`src/rtl/board_dump_streamer.sv`:
```
// board_dump_streamer: reads the 81-cell board out of board_memory in row-major
// order and streams one cell per valid/ready transfer. It also counts the blank
// (0) and illegal (10..15) cells seen during the dump.
module board_dump_streamer #(
  parameter int unsigned N_CELLS    = 81,
  parameter int unsigned ROW_LEN    = 9,
  parameter int unsigned RD_LATENCY = 1
) (
  input  logic       clk,
  input  logic       rst_n,
  input  logic       start,
  output logic       mem_read_en,
  output logic [6:0] mem_cell_idx,
  input  logic [3:0] mem_data_out,
  output logic       out_valid,
  input  logic       out_ready,
  output logic [3:0] out_data,
  output logic [6:0] out_index,
  output logic       out_eol,
  output logic       out_last,
  output logic       busy,
  output logic       dump_done,
  output logic [6:0] blank_cnt,
  output logic [6:0] illegal_cnt
);

  localparam int unsigned IDX_W  = 7;
  localparam int unsigned DATA_W = 4;
  localparam int unsigned CNT_W  = 7;
  localparam int unsigned LAT_W  = 2;
  localparam int unsigned COL_W  = 4;

  localparam logic [IDX_W-1:0]  LAST_IDX      = IDX_W'(N_CELLS - 1);
  localparam logic [COL_W-1:0]  LAST_COL      = COL_W'(ROW_LEN - 1);
  localparam logic [LAT_W-1:0]  LAST_WAIT     = LAT_W'(RD_LATENCY - 1);
  localparam logic [DATA_W-1:0] FIRST_ILLEGAL = DATA_W'(10);

  typedef enum logic [2:0] {
    S_IDLE    = 3'd0,
    S_ISSUE   = 3'd1,
    S_WAIT    = 3'd2,
    S_PRESENT = 3'd3,
    S_DONE    = 3'd4
  } state_t;

  state_t           state;
  logic [IDX_W-1:0] idx;
  logic [COL_W-1:0] col;
  logic [LAT_W-1:0] wait_cnt;
  logic             handshake_c;

  // A word leaves the block only when both sides agree in the same cycle.
  assign handshake_c = out_valid && out_ready;

  // Dump sequencer: one outstanding read, captured after the memory latency and
  // held on the stream until the consumer takes it.
  always_ff @(posedge clk or negedge rst_n) begin
    if (!rst_n) begin
      state        <= S_IDLE;
      idx          <= '0;
      col          <= '0;
      wait_cnt     <= '0;
      mem_read_en  <= 1'b0;
      mem_cell_idx <= '0;
      out_valid    <= 1'b0;
      out_data     <= '0;
      out_index    <= '0;
      out_eol      <= 1'b0;
      out_last     <= 1'b0;
      busy         <= 1'b0;
      dump_done    <= 1'b0;
      blank_cnt    <= '0;
      illegal_cnt  <= '0;
    end else begin
      case (state)
        S_IDLE: begin
          if (start) begin
            idx          <= '0;
            col          <= '0;
            blank_cnt    <= '0;
            illegal_cnt  <= '0;
            busy         <= 1'b1;
            mem_cell_idx <= '0;
            mem_read_en  <= 1'b1;
            state        <= S_ISSUE;
          end
        end

        S_ISSUE: begin
          // The strobe was raised on entry; it lasts exactly this one cycle.
          mem_read_en <= 1'b0;
          wait_cnt    <= '0;
          state       <= S_WAIT;
        end

        S_WAIT: begin
          if (wait_cnt == LAST_WAIT) begin
            out_data  <= mem_data_out;
            out_index <= idx;
            out_eol   <= (col == LAST_COL);
            out_last  <= (idx == LAST_IDX);
            out_valid <= 1'b1;
            if (mem_data_out == '0) begin
              blank_cnt <= blank_cnt + CNT_W'(1);
            end
            if (mem_data_out >= FIRST_ILLEGAL) begin
              illegal_cnt <= illegal_cnt + CNT_W'(1);
            end
            state <= S_PRESENT;
          end else begin
            wait_cnt <= wait_cnt + LAT_W'(1);
          end
        end

        S_PRESENT: begin
          if (handshake_c) begin
            out_valid <= 1'b0;
            if (out_last) begin
              dump_done <= 1'b1;
              state     <= S_DONE;
            end else begin
              idx          <= idx + IDX_W'(1);
              col          <= (col == LAST_COL) ? '0 : col + COL_W'(1);
              mem_cell_idx <= idx + IDX_W'(1);
              mem_read_en  <= 1'b1;
              state        <= S_ISSUE;
            end
          end
        end

        S_DONE: begin
          // start seen here is dropped: the block only listens in IDLE.
          dump_done <= 1'b0;
          busy      <= 1'b0;
          state     <= S_IDLE;
        end

        default: begin
          mem_read_en <= 1'b0;
          out_valid   <= 1'b0;
          dump_done   <= 1'b0;
          busy        <= 1'b0;
          state       <= S_IDLE;
        end
      endcase
    end
  end

endmodule

```
`config.mk`:
```
export PLATFORM = sky130hd
export DESIGN_NAME = board_dump_streamer
export DESIGN_NICKNAME = d
export VERILOG_FILES = /design/src/rtl/board_dump_streamer.sv
export SDC_FILE = /design/constraint.sdc
export NUM_CORES = 1
export LEC_CHECK = 0
export BUFFER_PORTS_ARGS = -buffer_cell sky130_fd_sc_hd__clkbuf_2
export CAP_MARGIN = 30
export CORE_MARGIN = 2
export CORE_UTILIZATION = 45
export DETAILED_ROUTE_END_ITERATION = 10
export PLACE_DENSITY = 0.69
export SLEW_MARGIN = 20
export SYNTH_ARGS = -nofsm -noshare
export SYNTH_HDL_FRONTEND = slang
export SYNTH_SLANG_ARGS = --single-unit
```
`constraint.sdc`:
```
create_clock -name clk -period 2.4 [get_ports clk]
set_clock_uncertainty 0.15 [all_clocks]
set_input_delay 0.24 -clock clk [delete_from_list [all_inputs] [get_ports clk]]
set_output_delay 0.24 -clock clk [all_outputs]
set_load 0.03 [all_outputs]
```
==> results of run 1 <==
-- area by class of cell --
type                            instances  share of cell area, %
Timing Repair Buffer                   52                   10.4
Clock buffer                            6                   3.06
Tap cell                               70                   3.25
Inverter                               12                   1.67
Multi-Input combinational cell        178                   37.8
Sequential cell                        47                   43.6
Clock inverter                          1                  0.186
-- logic make-up after synthesis --
logic type / synth area share (%)
xor gates and xnor gates: 2.66
adders and majority gates: 3.80
muxes: 0.869
and+or+nand+nor: 24.8
buffers and inverters: 4.67
DFF: 51.0
AOI/OAI and AO/OA: 12.2
-- timing repair --
action                    CTS  global route
resized for setup           0             0
hold endpoints to repair   30             0
hold buffers                1             0
-- per-stage QoR --
step                      hold WS, ns  power (mW)  util, %  instance area [sq um]
after floorplan                -0.206        2.11        -                   2300
after global placement          0.215        2.45     51.9                   2600
after detailed placement        0.208        2.48     51.9                   2600
after global routing           0.0224        3.18     53.8                   2700
after CTS                      0.0124        2.97     53.8                   2700
final                          0.0193        2.94     53.8                   2700
-- flip-flops by register name, indices dropped and copies added (netlist names) --
register and count:
blank_cnt 7, busy 1, col 4, dump_done 1, idx 7, illegal_cnt 7
mem_read_en 1, out_data 4, out_eol 1, out_index 7, out_last 1, out_valid 1
state 3, wait_cnt 2
-- critical path, delay by kind of cell (launching register included) --
family | cells | cell delay (ns)
DFF | 1 | 0.39
and+or+nand+nor | 3 | 0.91
AOI/OAI and AO/OA | 1 | 0.15
adders and majority gates | 1 | 0.26
buffers and inverters | 1 | 0.10
-- final timing paths --
| check | startpoint | end | slack (ns) |
|---|---|---|---|
| setup / recovery | wait_cnt[0] | blank_cnt[6] | 0.37 |
| hold / removal | mem_data_out[0] | out_data[0] | 0.02 |
| setup reg to reg | wait_cnt[0] | blank_cnt[6] | 0.37 |
| hold reg to reg | out_data[2] | out_data[2] | 0.33 |
| max in group asynchronous | rst_n | out_index[2] | 0.97 |
| min in group asynchronous | rst_n | illegal_cnt[6] | 0.40 |
-- cell usage after synthesis (3+ instances only) --
library cell | instances | area [sq um]
sky130_fd_sc_hd__nand2_1 | 49 | 184
sky130_fd_sc_hd__dfrtp_1 | 47 | 1180
sky130_fd_sc_hd__o21ai_0 | 22 | 110
sky130_fd_sc_hd__nor2_1 | 16 | 60.1
sky130_fd_sc_hd__a21oi_1 | 13 | 65.1
sky130_fd_sc_hd__inv_1 | 12 | 45.0
sky130_fd_sc_hd__nand3_1 | 11 | 55.1
sky130_fd_sc_hd__or3_1 | 8 | 50.1
sky130_fd_sc_hd__clkbuf_1 | 7 | 26.3
sky130_fd_sc_hd__ha_1 | 7 | 87.6
sky130_fd_sc_hd__nand4_1 | 7 | 43.8
sky130_fd_sc_hd__nor3_1 | 5 | 25.0
sky130_fd_sc_hd__xnor2_1 | 4 | 35.0
sky130_fd_sc_hd__xor2_1 | 3 | 26.3
-- per-layer routing --
metal / wire (um) / vias up / part of all wire [%]
li1: - / 956 / -
met3: 180 / 4 / 3.7
met2: 2290 / 44 / 47
met4: 42 / 0 / 0.86
met5: 0 / - / 0
met1: 2360 / 918 / 48
-- power groups by stage --
stage	combinational, mW	sequential, mW	clock (mW)
after CTS	1.21	1.26	0.497
final	1.20	1.26	0.480
after floorplan	0.590	1.52	0
after global placement	1.18	1.27	0
after global routing	1.34	1.31	0.531
after detailed placement	1.21	1.28	0
==> results.toml, run 1 <==
[cts]
clock_tree_from_tritoncts = "done"
post_cts.repair.setup_buffers = 0
ctsLongestPathBuffers = 2
clk_root_buffer_cell = "sky130_fd_sc_hd__clkbuf_8"
worst_setup_hold_path_clk_slew_ns = 0.08
numClockSinks = 47
insertion_delay_ns = 0.29
tritoncts.num_buffers = 5
htree_num_levels = 2

[power_and_ir_drop]
power_switching_mw = 1.34
comb_power_share_pct = 40.8
netSwitchingFraction_pct = 45.7
sequential_group_share_of_total_power_pct = 42.9
power_frac_clock_pct = 16.3
power.density_nw_per_um2 = 1090
power.internal_mw = 1.60
leakage_nw = 1.32
irDropWorstVdd_mv = 0.636

[flow_run]
cap_violations = 0

[timing]
setup_tns_ns = 0
slew-limit-headroom_pct = 48.6
minimum_setup_slack_in_the_final_design_ns = 0.374
rsz_0062_raised_after_global_routing = "no"
fmax_mhz = 494
finalCriticalPeriod_ns = 2.03
finalHoldViolCount = 0
setup_violations = 0
final-max-slew-violation-count = 0
post_route_fraction_of_the_period_consumed_by_the_critical_path_pct = 84.4
timing_worst_slew_pin_value_ns = 0.771

[layout]
seqCellArea_sq_um = 1180
area.growth.synth_to_final_pct = 17.0
instances_no_fill = 366
mostFrequentLayoutCell = "sky130_fd_sc_hd__nand2_1"
final_cell_mix = "sky130_fd_sc_hd__nand2_1 (49), sky130_fd_sc_hd__dfrtp_1 (47), sky130_fd_sc_hd__clkbuf_2 (45)"
fin_nets = 311
post_route_cells_drive_above_1_share_pct = 21.3
filler_cell_count = 487
multi_input_area_sq_um = 1020
antennaDiodeCount = 0

[logic_synthesis]
synth-async-reset-ratio_pct = 100
sequential_area_share_after_synthesis_pct = 51.0
synth_nets = 264
netlist-cell-type-count = 40
postSynth.topFlopCell = "sky130_fd_sc_hd__dfrtp_1"
synth_cells = 249
ys_seq_elements = 47
mean_area_per_synthesized_cell_sq_um = 9.26
mappedNetlistArea_sq_um = 2300
synth_enable_flop_cells = 0
yosysWarnings = 0

[worst_setup_path]
crit_path_cell_trace = "inv_1, ha_1, and4bb_2, nand4_1, or3_1, a21oi_1"
worstPathMaxFanout = 6
crit_path_top_delay_cell = "sky130_fd_sc_hd__dfrtp_1"
critical_path_arrival_ns = 2.09
category_of_the_critical_setup_timing_path = "reg -> reg"
worst_path_largest_cell_delay_ns = 0.39
worst_ep_required_time_ns = 2.47
reg2regPathDepth = 6
start_kind = "flip-flop"
critical_path.endpoint_type = "flip-flop"

[grt]
global_route.usage.met3_pct = 4.23
use_met2_pct = 28.4
grt_max_degree = 32
grt_first_pass_wirelength_um = 8040
grt_pass1_vias = 1754
grtUsageTotal_pct = 18.5
use_met1_pct = 26.1
sum_of_overflow_across_all_layers_after_global_routing = 0
grt_antenna_before_repair = 0
grt-busiest-layer = "met2"

[drt]
firstDrtPassIters = 4
totalWireLength_um = 4870
vias_post_dr = 1922
first_iter_violations = 76
routed_vias_inst = 5.25
final_routed_drc_violation_total = 0
routed_wire_length_per_instance_um = 13.3
detail-route-antenna-nets = 0

[place]
place_congestion = 0.825
preCtsSetupSlack_ns = 0.393
place_hpwl_um = 3500
place.detailed.instances = 358
buffer_ports.inserted = 45

[floorplanning]
floorplan.rows = 26
chipHeight_um = 75.6
die_area_sq_um = 5710
pin_count = 46
core_region_area_sq_um = 5010
start_util_pct = 46.0
fp.dieW_um = 75.6

[hold_path]
count_of_cells_along_the_worst_hold_path = 3
hp-class = "in -> reg"

[outcome]
run_status = "complete, no violations"
(Power assumes the default switching activity.)
==> inputs of run 2 (changes only) <==
ABC_AREA = 1   (was default)
PLACE_DENSITY = 0.68   (was 0.69)
clock period = 2 ns   (was 2.4 ns; I/O delays follow)
==> run 2 against run 1 <==
Effect of this change:
- sequential share of layout area fell by 4.7 points
- die area rose by 13%
- global-route usage fell by 0.46 points
- setup slack got worse by 0.11 ns
- design area rose by 12%
- critical path type unchanged
- critical endpoint is now idx[3]
==> results.toml, run 2 <==
[logic_synthesis]
synth_cells = 315
mappedNetlistArea_sq_um = 2620
synth_top_family_by_area = "simple AND/OR/NAND/NOR gates"
synth.most_common_cell = "sky130_fd_sc_hd__nand2_1"
ys_seq_elements = 47
sequential_area_share_after_synthesis_pct = 44.8
postSynth.topFlopCell = "sky130_fd_sc_hd__dfrtp_1"
mean_area_per_synthesized_cell_sq_um = 8.33
synthTopCellsByArea = "sky130_fd_sc_hd__dfrtp_1 (45%), sky130_fd_sc_hd__nand2_1 (14%), sky130_fd_sc_hd__o21ai_2 (6.7%)"
synth_enable_flop_cells = 0
synth_nets = 330
fraction_of_the_mapped_netlist_area_in_simple_logic_gates_pct = 30.4
synth_xor_xnor_area_share_pct = 1.34
synthMuxAreaShare_pct = 0
yosysWarnings = 0
synth_compound_gate_area_share_pct = 11.5
synth-async-reset-ratio_pct = 100
synth_top_cell_area_share_pct = 44.8
post_synth_fa_ha_maj_area_fraction_pct = 3.34
synth_largest_area_cell = "sky130_fd_sc_hd__dfrtp_1"
netlist-cell-type-count = 31
ys_top_cells_by_count = "sky130_fd_sc_hd__nand2_1 (96), sky130_fd_sc_hd__dfrtp_1 (47), sky130_fd_sc_hd__inv_1 (30)"

[floorplanning]
floorplan.rows = 27
start_util_pct = 47.0
core_region_area_sq_um = 5570
fp.dieW_um = 80.3
chipHeight_um = 80.3
pin_count = 46
die_area_sq_um = 6450

[place]
buffer_ports.inserted = 45
place_congestion = 0.790
place_hpwl_um = 3720
place.detailed.instances = 425
preCtsSetupSlack_ns = 0.267

[power_and_ir_drop]
netSwitchingFraction_pct = 44.7
comb_power_share_pct = 41.3
power_frac_clock_pct = 20.8
irDropWorstVdd_mv = 0.589
sequential_group_share_of_total_power_pct = 38.0
power_switching_mw = 1.58
leakage_nw = 1.56
power.internal_mw = 1.96
power.density_nw_per_um2 = 1170

[worst_setup_path]
reg2regPathDepth = 8
flop_to_flop_setup_slack_ns = 0.27
crit_path_top_delay_cell = "sky130_fd_sc_hd__dfrtp_1"
cp.buffers_inverters = 2
critical_path_cell_count = 8
critical_path.endpoint_type = "flip-flop"
timing.critical_path.to = "idx[3]"
critical_path_arrival_ns = 1.78
critical_path.top_delay_family = "simple AND/OR/NAND/NOR gates"
worstPathMaxFanout = 23
reg2reg_to = "idx[3]"
worst_path_largest_cell_delay_ns = 0.46
worst_ep_required_time_ns = 2.05
category_of_the_critical_setup_timing_path = "reg -> reg"
cpMostUsedCell = "sky130_fd_sc_hd__nand2_1"
start_kind = "flip-flop"
crit_path_cell_trace = "nor2_4, nand3_2, nand2_1, inv_2, nand2_2, inv_1, nand2_1, nand2_1"
cp-startpoint = "state[2]"
reg2reg_from = "state[2]"

[timing]
rsz_0062_raised_after_global_routing = "no"
final-max-slew-violation-count = 0
minimum_setup_slack_in_the_final_design_ns = 0.268
fmax_mhz = 577
finalCriticalPeriod_ns = 1.73
slew-limit-headroom_pct = 59.0
post_route_fraction_of_the_period_consumed_by_the_critical_path_pct = 86.6
timing_worst_slew_pin_value_ns = 0.615
finalHoldViolCount = 0
setup_tns_ns = 0
finalHoldWorstSlack_ns = 0.0425
setup_violations = 0

[drt]
first_iter_violations = 72
vias_post_dr = 2135
firstDrtPassIters = 4
totalWireLength_um = 5250
final_routed_drc_violation_total = 0
routed_vias_inst = 4.89
routed_wire_length_per_instance_um = 12.0
detail-route-antenna-nets = 0

[layout]
final_cell_mix = "sky130_fd_sc_hd__nand2_1 (96), sky130_fd_sc_hd__dfrtp_1 (47), sky130_fd_sc_hd__clkbuf_2 (45)"
antennaDiodeCount = 0
filler_cell_count = 549
instances_no_fill = 437
multi_input_area_sq_um = 1220
seqCellArea_sq_um = 1180
area.growth.synth_to_final_pct = 15.2
fin_nets = 379
utilization_after_layout_pct = 54.2
post_route_cells_drive_above_1_share_pct = 28.8
mostFrequentLayoutCell = "sky130_fd_sc_hd__nand2_1"

[cts]
clk_root_buffer_cell = "sky130_fd_sc_hd__clkbuf_8"
htree_num_levels = 2
insertion_delay_ns = 0.30
tritoncts.num_buffers = 5
ctsLongestPathBuffers = 2
worst_setup_hold_path_clk_slew_ns = 0.09
clock_tree_from_tritoncts = "done"
ctsResizeCount = 0
numClockSinks = 47

[grt]
grt_max_degree = 48
grt_pass1_vias = 2048
grt_antenna_before_repair = 0
grt_first_pass_wirelength_um = 9150
sum_of_overflow_across_all_layers_after_global_routing = 0
grtUsageTotal_pct = 18.1

[flow_run]
cap_violations = 0

[outcome]
run_status = "complete, no violations"

[hold_path]
hp-class = "in -> reg"
[run 2: cell types whose count changed after synthesis, sizes merged, moves of 4 or more]
cell	change
or3	-8
nand2	+64
o21ai	+10
nor3	-5
a21oi	-13
inv	+23
clkbuf	-6
xnor2	-4
nand3	+18
o21bai	+4
[run 2: cell type report]
cell class / count / share of cell area, %
clock buffer: 6 / 2.73
clock inverter: 2 / 1.16
inverter: 35 / 4.43
multi-input combinational: 224 / 40.5
sequential: 47 / 38.9
tap: 72 / 2.98
timing repair buffer: 51 / 9.28
[run 2: per-layer routing]
metal  track usage, %  routed length [um]  vias up  part of all wire (%)
met5                0                   0        -                     0
met4             5.59                  43        0                  0.82
met3             3.48                 191        4                   3.6
met2             31.2                2600       36                    49
met1             22.7                2420      991                    46
li1                 -                   -     1104                     -
[run 2: stage by stage]
step / power [mW] / area [sq um]
floorplan: 2.53 / 2620
global placement: 2.80 / 2860
detailed placement: 2.82 / 2860
CTS: 3.57 / 3020
global route: 3.79 / 3020
finish: 3.54 / 3020
[run 2: power groups by stage]
stage               registers, mW  clock network (mW)  logic (mW)
CTS                          1.34               0.757        1.48
finish                       1.34               0.734        1.46
detailed placement           1.35                   0        1.47
global route                 1.37               0.799        1.62
floorplan                    1.59                   0       0.941
global placement             1.36                   0        1.44
[run 2: repair_timing]
| item | 4_1_cts | 5_1_grt |
|---|---|---|
| setup endpoints to repair | 0 | 0 |
| hold buffers | 4 | 0 |
| hold endpoints to repair | 50 | 0 |
| setup buffers | 0 | 0 |
[run 2: how the worst min path moves through the flow]
stage,slack (ns),from,endpoint,cells after the start
finish,0.04,mem_data_out[3],out_data[3],3
floorplan,-0.25,rst_n,blank_cnt[0],0
global placement,0.19,rst_n,illegal_cnt[6],2
CTS,0.03,mem_data_out[3],out_data[3],3
global route,0.03,mem_data_out[3],out_data[3],3
detailed placement,0.19,rst_n,illegal_cnt[3],2
[run 2: worst reg2reg max path, stage by stage, from the launching register on]
cell and delay, ns:
sky130_fd_sc_hd__dfrtp_1 0.46, sky130_fd_sc_hd__nor2_4 0.23, sky130_fd_sc_hd__nand3_2 0.11, sky130_fd_sc_hd__nand2_1 0.09
sky130_fd_sc_hd__inv_2 0.04, sky130_fd_sc_hd__nand2_2 0.35, sky130_fd_sc_hd__inv_1 0.08, sky130_fd_sc_hd__nand2_1 0.07
sky130_fd_sc_hd__nand2_1 0.04
[run 2: logic make-up (layout without fill, tap and decap cells)]
logic type | Yosys count | count (layout)
buf+inv | 44 | 94
flops | 47 | 47
fa+ha+maj | 7 | 7
simple gates | 171 | 171
xor+xnor | 4 | 4
compound gates | 42 | 42
==> inputs of run 3 (changes only) <==
PLACE_DENSITY = 0.65   (was 0.68)
==> run 3 against run 2 <==
Effect of this change:
- setup slack got worse by 0.0091 ns
- highest routed layer unchanged
- clock power fell by 28%
- sequential cell count unchanged
- die area did not move
- first-iteration DRC count up 33%
- wire length rose by 1.6%
==> results.toml, run 3 (same netlist as run 2, synthesis figures left out) <==
[outcome]
run_status = "complete, no violations"

[drt]
detail-route-antenna-nets = 0
totalWireLength_um = 5340
first_iter_violations = 96
routed_vias_inst = 4.96
routed_wire_length_per_instance_um = 12.3
vias_post_dr = 2156
final_routed_drc_violation_total = 0
firstDrtPassIters = 4

[timing]
finalCriticalPeriod_ns = 1.74
final-max-slew-violation-count = 0
rsz_0062_raised_after_global_routing = "no"
setup_tns_ns = 0
minimum_setup_slack_in_the_final_design_ns = 0.259
post_route_fraction_of_the_period_consumed_by_the_critical_path_pct = 87.1
finalHoldViolCount = 0
fmax_mhz = 574
setup_violations = 0
slew-limit-headroom_pct = 66.6
timing_worst_slew_pin_value_ns = 0.501

[cts]
worst_setup_hold_path_clk_slew_ns = 0.08
insertion_delay_ns = 0.29
numClockSinks = 47
ctsResizeCount = 0
holdBufCountCts = 4
tritoncts.num_buffers = 5
post_cts.repair.setup_buffers = 0
ctsLongestPathBuffers = 2
clk_root_buffer_cell = "sky130_fd_sc_hd__clkbuf_8"
htree_num_levels = 2
clock_tree_from_tritoncts = "done"

[floorplanning]
die_area_sq_um = 6450
pin_count = 46
floorplan.rows = 27
start_util_pct = 47.0
core_region_area_sq_um = 5570
fp.dieW_um = 80.3
chipHeight_um = 80.3

[layout]
post_route_cells_drive_above_1_share_pct = 28.1
antennaDiodeCount = 0
area.growth.synth_to_final_pct = 14.0
final_cell_mix = "sky130_fd_sc_hd__nand2_1 (96), sky130_fd_sc_hd__dfrtp_1 (47), sky130_fd_sc_hd__clkbuf_2 (45)"
mostFrequentLayoutCell = "sky130_fd_sc_hd__nand2_1"
filler_cell_count = 563
multi_input_area_sq_um = 1220
fin_nets = 379
stdcell_area_sq_um = 2990
seqCellArea_sq_um = 1180
utilization_after_layout_pct = 53.6

[power_and_ir_drop]
leakage_nw = 1.54
irDropWorstVdd_mv = 0.521
design_power_total_mw = 3.33
power.density_nw_per_um2 = 1120

[place]
place_congestion = 0.778
placement.cell_area_sq_um = 2880
buffer_ports.inserted = 45
place_hpwl_um = 3890
preCtsSetupSlack_ns = 0.258

[worst_setup_path]
crit_path_top_delay_cell = "sky130_fd_sc_hd__dfrtp_1"
start_kind = "flip-flop"
cp.buffers_inverters = 2
flop_to_flop_setup_slack_ns = 0.26
critical_path_cell_count = 8
reg2reg_from = "state[2]"
critical_path_arrival_ns = 1.78
timing.critical_path.to = "idx[3]"
cpMostUsedCell = "sky130_fd_sc_hd__nand2_1"
critical_path.top_delay_family = "simple AND/OR/NAND/NOR gates"
reg2regPathDepth = 8
cp-startpoint = "state[2]"
reg2reg_to = "idx[3]"
critical_path.endpoint_type = "flip-flop"
worst_ep_required_time_ns = 2.03
crit_path_cell_trace = "nor2_4, nand3_2, nand2_1, inv_2, nand2_2, inv_1, nand2_1, nand2_1"
category_of_the_critical_setup_timing_path = "reg -> reg"
worstPathMaxFanout = 23
worst_path_largest_cell_delay_ns = 0.46

[grt]
grt_max_degree = 31
grt_pass1_vias = 1933
grt_first_pass_wirelength_um = 8980
sum_of_overflow_across_all_layers_after_global_routing = 0
grtUsageTotal_pct = 17.8
grt_antenna_before_repair = 0

[hold_path]
count_of_cells_along_the_worst_hold_path = 3
hp-class = "in -> reg"

[flow_run]
cap_violations = 0
run 3: cell types whose count changed in the layout (fill, tap and decap cells not counted), sizes merged:
cell and change:
bufinv -1, clkinv -1
run 3: worst min path at each step:
stage,from,to
finish,mem_data_out[3],out_data[3]
global route,start,busy
CTS,mem_data_out[3],out_data[3]
detailed placement,rst_n,illegal_cnt[3]
global placement,rst_n,illegal_cnt[3]
floorplan,rst_n,blank_cnt[0]
run 3: cell type report:
| class | count | area share (%) |
|---|---|---|
| clock buffers | 6 | 2.43 |
| inverters | 35 | 4.48 |
| flip-flops and latches | 47 | 39.3 |
| well taps | 72 | 3.01 |
| multi-input cells | 224 | 40.9 |
| repair buffers | 51 | 9.79 |
run 3: worst min-delay path: cells and delay by family:
| kind | cells | cell delay (ns) |
|---|---|---|
| compound gates | 1 | 0.08 |
| buf+inv | 2 | 0.18 |
run 3: per-layer routing:
| metal | global-route usage (%) | up-vias | routed length [um] |
|---|---|---|---|
| li1 | - | 1109 | - |
| met1 | 23.5 | 1008 | 2510 |
| met2 | 29.7 | 34 | 2610 |
| met3 | 3.37 | 5 | 168 |
| met4 | 5.08 | 0 | 50 |
| met5 | 0 | - | 0 |
run 3: where the power goes:
| part | internal (mW) | switching, mW |
|---|---|---|
| Combinational | 0.416 | 1.05 |
| Clock | 0.234 | 0.294 |
| Sequential | 1.14 | 0.205 |
run 3: through the flow:
stage / hold slack, ns / cells
after global placement: 0.0422 / 425
after global routing: 0.0783 / 435
after detailed placement: 0.0412 / 425
after floorplan: -0.246 / 315
after CTS: 0.0541 / 435
final: 0.0665 / 435
